[config.mk]
export PLATFORM = sky130hd
export DESIGN_NAME = pipe_skid_stage_flat
export DESIGN_NICKNAME = d
export VERILOG_FILES = /design/src/rtl/pipe_skid_stage_if.sv /design/src/rtl/pipe_skid_stage.sv /design/src/flat_wrapper.sv
export SDC_FILE = /design/constraint.sdc
export NUM_CORES = 1
export LEC_CHECK = 0
export CORE_UTILIZATION = 55
export DETAILED_ROUTE_END_ITERATION = 8
export GPL_TIMING_DRIVEN = 1
export PLACE_DENSITY = 0.81
export SLEW_MARGIN = 20
export SYNTH_ARGS = -nofsm -noshare
export SYNTH_HDL_FRONTEND = slang
export SYNTH_SLANG_ARGS = --single-unit
export TNS_END_PERCENT = 20
[constraint.sdc]
create_clock -name clk -period 12.8 [get_ports clk]
set_clock_uncertainty 0.05 [all_clocks]
set_input_delay 2.56 -clock clk [delete_from_list [all_inputs] [get_ports clk]]
set_output_delay 2.56 -clock clk [all_outputs]
set_load 0.03 [all_outputs]
[src/rtl/pipe_skid_stage_if.sv]
// pipe_skid_stage_if
//   Handshake bundle for one pipeline stage (decode -> execute).
//   Upstream side : flush, in_valid, in_ready, in_ctrl, in_data
//   Downstream side: out_valid, out_ready, out_ctrl, out_data
//   in_data/out_data carry NUM_CH channels, channel k at [k*DATA_W +: DATA_W].
//   Modports:
//     master - the environment around the stage (drives upstream, sinks downstream)
//     slave  - the stage itself
interface pipe_skid_stage_if #(
  parameter int DATA_W = 32,
  parameter int NUM_CH = 4,
  parameter int CTRL_W = 24
);
  logic                     flush;
  logic                     in_valid;
  logic                     in_ready;
  logic [CTRL_W-1:0]        in_ctrl;
  logic [DATA_W*NUM_CH-1:0] in_data;
  logic                     out_valid;
  logic                     out_ready;
  logic [CTRL_W-1:0]        out_ctrl;
  logic [DATA_W*NUM_CH-1:0] out_data;

  modport master (
    output flush, in_valid, in_ctrl, in_data, out_ready,
    input  in_ready, out_valid, out_ctrl, out_data
  );

  modport slave (
    input  flush, in_valid, in_ctrl, in_data, out_ready,
    output in_ready, out_valid, out_ctrl, out_data
  );
endinterface

[src/rtl/pipe_skid_stage.sv]
// pipe_skid_stage
//   Valid/ready pipeline register with a two-entry (main + skid) buffer so
//   that in_ready can be a flop output with no combinational path from
//   out_ready. Control bundle is forced to all-zero (NOP) whenever nothing
//   valid is presented; flush squashes both entries synchronously.
//
//   Ports:
//     clk        rising-edge clock
//     rst        asynchronous reset, active-high
//     bus        pipe_skid_stage_if.slave (flush, in_*, out_*)
//     stall_cnt  [15:0] saturating count of out_valid & !out_ready cycles
//                (present only when PIPE_SKID_STALL_CNT_EN is defined)
//
//   Optional feature macro: PIPE_SKID_STALL_CNT_EN
//
//   Interface parameters must match DATA_W/NUM_CH/CTRL_W of this module.
module pipe_skid_stage #(
  parameter int DATA_W = 32,
  parameter int NUM_CH = 4,
  parameter int CTRL_W = 24
) (
  input  logic                clk,
  input  logic                rst,
  pipe_skid_stage_if.slave    bus
`ifdef PIPE_SKID_STALL_CNT_EN
  ,
  output logic [15:0]         stall_cnt
`endif
);

  typedef enum logic [1:0] {
    ST_EMPTY = 2'd0,  // no entry held
    ST_FULL  = 2'd1,  // main entry only
    ST_SKID  = 2'd2   // main + skid entry, upstream stalled
  } state_t;

  typedef struct packed {
    logic [CTRL_W-1:0]              ctrl;
    logic [NUM_CH-1:0][DATA_W-1:0]  data;
  } entry_t;

  state_t  r_state;
  logic    r_main_vld;
  logic    r_skid_vld;
  entry_t  r_main;
  entry_t  r_skid;

  entry_t  w_in;
  logic    w_accept;
  logic    w_pop;

  assign w_in.ctrl = bus.in_ctrl;
  assign w_in.data = bus.in_data;

  // in_ready depends only on the skid flop, so back-pressure is registered.
  assign w_accept = bus.in_valid & ~r_skid_vld;
  assign w_pop    = r_main_vld & bus.out_ready;

  // Single FSM: state, valids and both entries. flush outranks everything;
  // a same-cycle pop is simply absorbed since the main entry is discarded
  // after the downstream has already taken it.
  always_ff @(posedge clk or posedge rst) begin
    if (rst) begin
      r_state    <= ST_EMPTY;
      r_main_vld <= 1'b0;
      r_skid_vld <= 1'b0;
      r_main     <= '0;
      r_skid     <= '0;
    end else if (bus.flush) begin
      r_state    <= ST_EMPTY;
      r_main_vld <= 1'b0;
      r_skid_vld <= 1'b0;
      r_main     <= '0;
      r_skid     <= '0;
    end else begin
      case (r_state)
        ST_EMPTY: begin
          if (w_accept) begin
            r_main     <= w_in;
            r_main_vld <= 1'b1;
            r_state    <= ST_FULL;
          end
        end
        ST_FULL: begin
          if (w_accept && w_pop) begin
            r_main  <= w_in;
          end else if (w_accept) begin
            // downstream stalled: park the new entry behind the main one
            r_skid     <= w_in;
            r_skid_vld <= 1'b1;
            r_state    <= ST_SKID;
          end else if (w_pop) begin
            // data is left in place; out_ctrl masking supplies the NOP
            r_main_vld <= 1'b0;
            r_state    <= ST_EMPTY;
          end
        end
        ST_SKID: begin
          if (w_pop) begin
            r_main     <= r_skid;
            r_skid     <= '0;
            r_skid_vld <= 1'b0;
            r_state    <= ST_FULL;
          end
        end
        default: begin
          r_state    <= ST_EMPTY;
          r_main_vld <= 1'b0;
          r_skid_vld <= 1'b0;
          r_main     <= '0;
          r_skid     <= '0;
        end
      endcase
    end
  end

  assign bus.in_ready  = ~r_skid_vld;
  assign bus.out_valid = r_main_vld;
  assign bus.out_ctrl  = r_main.ctrl & {CTRL_W{r_main_vld}};

  // Data is presented unmasked; only control needs to read as NOP.
  for (genvar k = 0; k < NUM_CH; k++) begin : g_ch
    assign bus.out_data[k*DATA_W +: DATA_W] = r_main.data[k];
  end

`ifdef PIPE_SKID_STALL_CNT_EN
  logic [15:0] r_stall_cnt;

  always_ff @(posedge clk or posedge rst) begin
    if (rst) begin
      r_stall_cnt <= '0;
    end else if (bus.flush) begin
      r_stall_cnt <= '0;
    end else if (r_main_vld && !bus.out_ready && (r_stall_cnt != 16'hFFFF)) begin
      r_stall_cnt <= r_stall_cnt + 16'd1;
    end
  end

  assign stall_cnt = r_stall_cnt;
`endif

endmodule

[src/flat_wrapper.sv]
// flat-port wrapper written by rule: the top's interface ports become plain ports
module pipe_skid_stage_flat 
#(
  parameter int DATA_W = 32,
  parameter int NUM_CH = 4,
  parameter int CTRL_W = 24
)
  (clk, rst, bus_flush, bus_in_valid, bus_in_ctrl, bus_in_data, bus_out_ready, bus_in_ready, bus_out_valid, bus_out_ctrl, bus_out_data);
  pipe_skid_stage_if #(.DATA_W(DATA_W), .NUM_CH(NUM_CH), .CTRL_W(CTRL_W)) bus_i ();
  input  logic clk;
  input  logic rst;
  input wire logic [$bits(bus_i.flush)-1:0] bus_flush;
  input wire logic [$bits(bus_i.in_valid)-1:0] bus_in_valid;
  input wire logic [$bits(bus_i.in_ctrl)-1:0] bus_in_ctrl;
  input wire logic [$bits(bus_i.in_data)-1:0] bus_in_data;
  input wire logic [$bits(bus_i.out_ready)-1:0] bus_out_ready;
  output wire logic [$bits(bus_i.in_ready)-1:0] bus_in_ready;
  output wire logic [$bits(bus_i.out_valid)-1:0] bus_out_valid;
  output wire logic [$bits(bus_i.out_ctrl)-1:0] bus_out_ctrl;
  output wire logic [$bits(bus_i.out_data)-1:0] bus_out_data;
  assign bus_i.flush = bus_flush;
  assign bus_i.in_valid = bus_in_valid;
  assign bus_i.in_ctrl = bus_in_ctrl;
  assign bus_i.in_data = bus_in_data;
  assign bus_i.out_ready = bus_out_ready;
  assign bus_in_ready = bus_i.in_ready;
  assign bus_out_valid = bus_i.out_valid;
  assign bus_out_ctrl = bus_i.out_ctrl;
  assign bus_out_data = bus_i.out_data;
  pipe_skid_stage #(.DATA_W(DATA_W), .NUM_CH(NUM_CH), .CTRL_W(CTRL_W)) u_core (.clk(clk), .rst(rst), .bus(bus_i));
endmodule
==> run_results.csv <==
group,metric,value,unit
route,wire_per_inst,18.95,um
run_status,status,"finished clean",
clock_tree,cts-resized-gates,0,
power_and_ir_drop,p_comb_frac,0.348,
route,routed_wl,51550,um
worst_setup_path,ff2ff_path_depth,5,
grt,grt_pass1_vias,16410,
power_and_ir_drop,power.density,147.6,nW/um^2
timing,max_slew_margin,0.2252,
clock_tree,clockBufferDepth,3,
route,routed-via-count,16690,
power_and_ir_drop,peakVddDrop,105.0,uV
die,chipHeight,191.5,um
power_and_ir_drop,clkPwrFrac,0.282,
synth,syn_avg_cell_area,8.791,um^2
grt,grt_start_max_net_pins,288,
flow_run,maxCapViolations,0,
route,ant_nets,0,
synth,yosysWarningCount,0,
timing,maxSlewViolCount,0,
route,drc_errors,0,
worst_setup_path,critPathLaunchType,"primary input",
synth,ys_ff_latch,308,
layout,drive_above_1_share,0.06726,
grt,grt_pass1_wl,83880,um
worst_setup_path,reg2reg_to,"u_core.bus.out_data[86]",
worst_setup_path,worst-endpoint-required,13130,ps
grt,grt_antenna_before_repair,2,
power_and_ir_drop,p_sw,1.205,mW
worst_setup_path,critical_path_class,"in -> reg",
timing,hold_viol_final,0,
timing,fin_tns_setup,0,ps
place,gp_congestion,0.7818,
die,core_area,35480,um^2
timing,rsz0062_at_grt,"false",
die,io_pins,311,
worst_setup_path,cp.arrival,5760,ps
timing,finalCriticalPeriod,5426,ps
power_and_ir_drop,finalPower,3.360,mW
grt,grt-ovfl-total,0,
worst_setup_path,ff2ff_setup_slack,8710,ps
layout,layout.nets,2401,
die,dieWidth,191.5,um
place,io_buffers,310,
synth,synth_seq_area_share,0.3902,
layout,diodes,0,
power_and_ir_drop,cellInternalPower,2.155,mW
clock_tree,cts_hold_buf,0,
synth,synth_cell_type_count,29,
power_and_ir_drop,sw_frac_of_total,0.3588,
timing,fmax,184.3,MHz
route,vias_per_cell,6.133,
power_and_ir_drop,power_frac_seq,0.371,
die,initial_core_util,0.5567,
grt,grt_usage,0.2783,
worst_setup_path,crit_fanout,83,
worst_setup_path,crit_start,"bus_out_ready",
timing,worst_pin_slew,1162,ps
synth,synth_fp_nets,2404,
route,drt-pass1-iter-count,7,
synth,syn_inst,2247,
clock_tree,post_cts_buffers,0,
timing,post-route-period-util,0.4239,
clock_tree,cts_root_buffer,"clkbuf_16",
clock_tree,clock_sinks,308,
worst_setup_path,cp-endpoint,"u_core.r_skid[79]",
place,place_hpwl,28500,um
clock_tree,clk_pin_slew,60,ps
worst_hold_path,hold_path_class,"reg -> reg",
worst_setup_path,critPathCaptureType,"flop",
clock_tree,tritoncts,"built",
clock_tree,cts_buffers,35,
clock_tree,worstSkewPairLatency,500,ps
timing,setup_violations,0,
synth,synthesis.area,19750,um^2
power_and_ir_drop,p_leak,9.145,nW
die,die-area,36680,um^2
die,num_rows,69,
route,first_iter_violations,1737,
worst_setup_path,rr_startpoint,"u_core.r_state[0]",
layout,areaGrowthSynthToFinish,15.22,%
clock_tree,htree_num_levels,2,
[cell usage after synthesis, drive strengths merged]
library cell / number / area, um^2
nor2b: 306 / 1914
o22ai: 1 / 20.02
a211o: 1 / 8.760
buf: 192 / 1320
clkbuf: 176 / 660.6
a21boi: 1 / 7.510
inv: 3 / 11.26
and3b: 1 / 8.760
a21oi: 156 / 780.8
xnor2: 2 / 17.52
o31ai: 1 / 7.510
mux2: 152 / 1745
dfrtp: 308 / 7707
nor2: 1 / 3.750
a211oi: 1 / 7.510
nand2b: 155 / 969.7
o21ai: 153 / 765.7
or3: 1 / 6.260
and2: 25 / 156.4
nand3b: 153 / 1149
a31oi: 152 / 950.9
nand2: 153 / 574.3
a2bb2oi: 1 / 8.760
nand4: 152 / 950.9
[sequential cells by signal (all words and copies together), names as in the netlist]
| name | count |
|---|---|
| u_core.bus.out_data | 128 |
| u_core.r_main | 24 |
| u_core.r_skid_vld | 1 |
| u_core.bus.out_valid | 1 |
| u_core.r_skid | 152 |
| u_core.r_state | 2 |
[critical path, cell delays in order]
cell and delay, ps:
clkdlybuf4s50_1 570, a21oi_4 520, buf_4 630, buf_4 890, nand4_1 220, a31oi_1 300
[cells by family (layout without fill, tap and decap cells)]
group,Yosys count,in the layout,share of synthesized area
buffers and inverters,371,384,0.1008
AND/OR/NAND/NOR,947,947,0.2902
XOR/XNOR,2,2,0.0008870
AO/OA/AOI/OAI,467,467,0.1295
flip-flops,308,308,0.3902
multiplexers,152,152,0.08836
[layout make-up]
cell class / instances / area, um^2
fill: 2864 / 12720
sequential: 308 / 7715
tap: 461 / 576.8
multi-input combinational: 1568 / 10090
timing repair buffer: 328 / 3304
clock buffer: 53 / 1046
inverter: 3 / 23.77
[power by group through the flow]
stage | combinational, mW | sequential (mW) | clock [mW]
after floorplan | 0.945 | 1.19 | 0
after global placement | 1.14 | 1.25 | 0
after detailed placement | 1.16 | 1.26 | 0
after CTS | 1.17 | 1.24 | 0.963
after global routing | 1.25 | 1.26 | 1.00
final | 1.17 | 1.25 | 0.946
[how the worst min path moves through the flow]
| stage | slack [ps] | endpoint | depth (start not counted) | start |
|---|---|---|---|---|
| 5_1_grt | 520 | u_core.r_skid[128] | 2 | u_core.r_skid[128] |
| 4_1_cts | 500 | u_core.r_skid[113] | 2 | u_core.r_skid[113] |
| 3_5_place_dp | 490 | u_core.r_skid[64] | 2 | u_core.r_skid[64] |
| 3_3_place_gp | 480 | u_core.r_skid[81] | 2 | u_core.r_skid[81] |
| 6_report | 500 | u_core.r_skid[22] | 2 | u_core.r_skid[22] |
| 2_1_floorplan | 470 | u_core.r_skid[63] | 2 | u_core.r_skid[63] |
[through the flow]
stage	setup WS (ps)	hold slack (ps)	instances	instance area (um^2)	util
finish	7374	501.9	2721	22760	0.6414
global route	7250	521.9	2721	22760	0.6414
CTS	7427	503.3	2720	22720	0.6404
detailed placement	6905	493.3	2667	21680	0.6109
global placement	6979	484.1	2667	21680	0.6109
floorplan	1674	472.6	2247	19750	-
[routing by layer]
layer  vias to the layer above  GRT usage  wire length, um
met4                         4     0.1007             1270
li1                       7667          -                -
met1                      8255     0.3788            22260
met2                       671     0.4468            24350
met3                        90    0.04535             3647
met5                         -          0               28
[cells in the final DEF, fill, tap and decap left out, types with 2 or more instances in the layout]
cell	Yosys	final
nor2b_1	306	305
nand3b_1	153	153
mux2_1	71	71
a21oi_4	0	2
clkdlybuf4s50_1	0	309
inv_1	3	2
o21ai_0	153	153
and2_1	25	24
nand4_1	152	152
nand2b_1	155	154
a31oi_1	152	152
clkbuf_1	176	10
buf_12	0	3
xnor2_1	2	2
dfrtp_1	308	306
clkbuf_8	0	6
nand2_1	153	153
mux2_4	9	9
clkbuf_16	0	37
buf_4	129	13
mux2_2	72	72
a21oi_1	156	154
dfrtp_4	0	2
No activity file was read; power rests on OpenSTA's default activity.
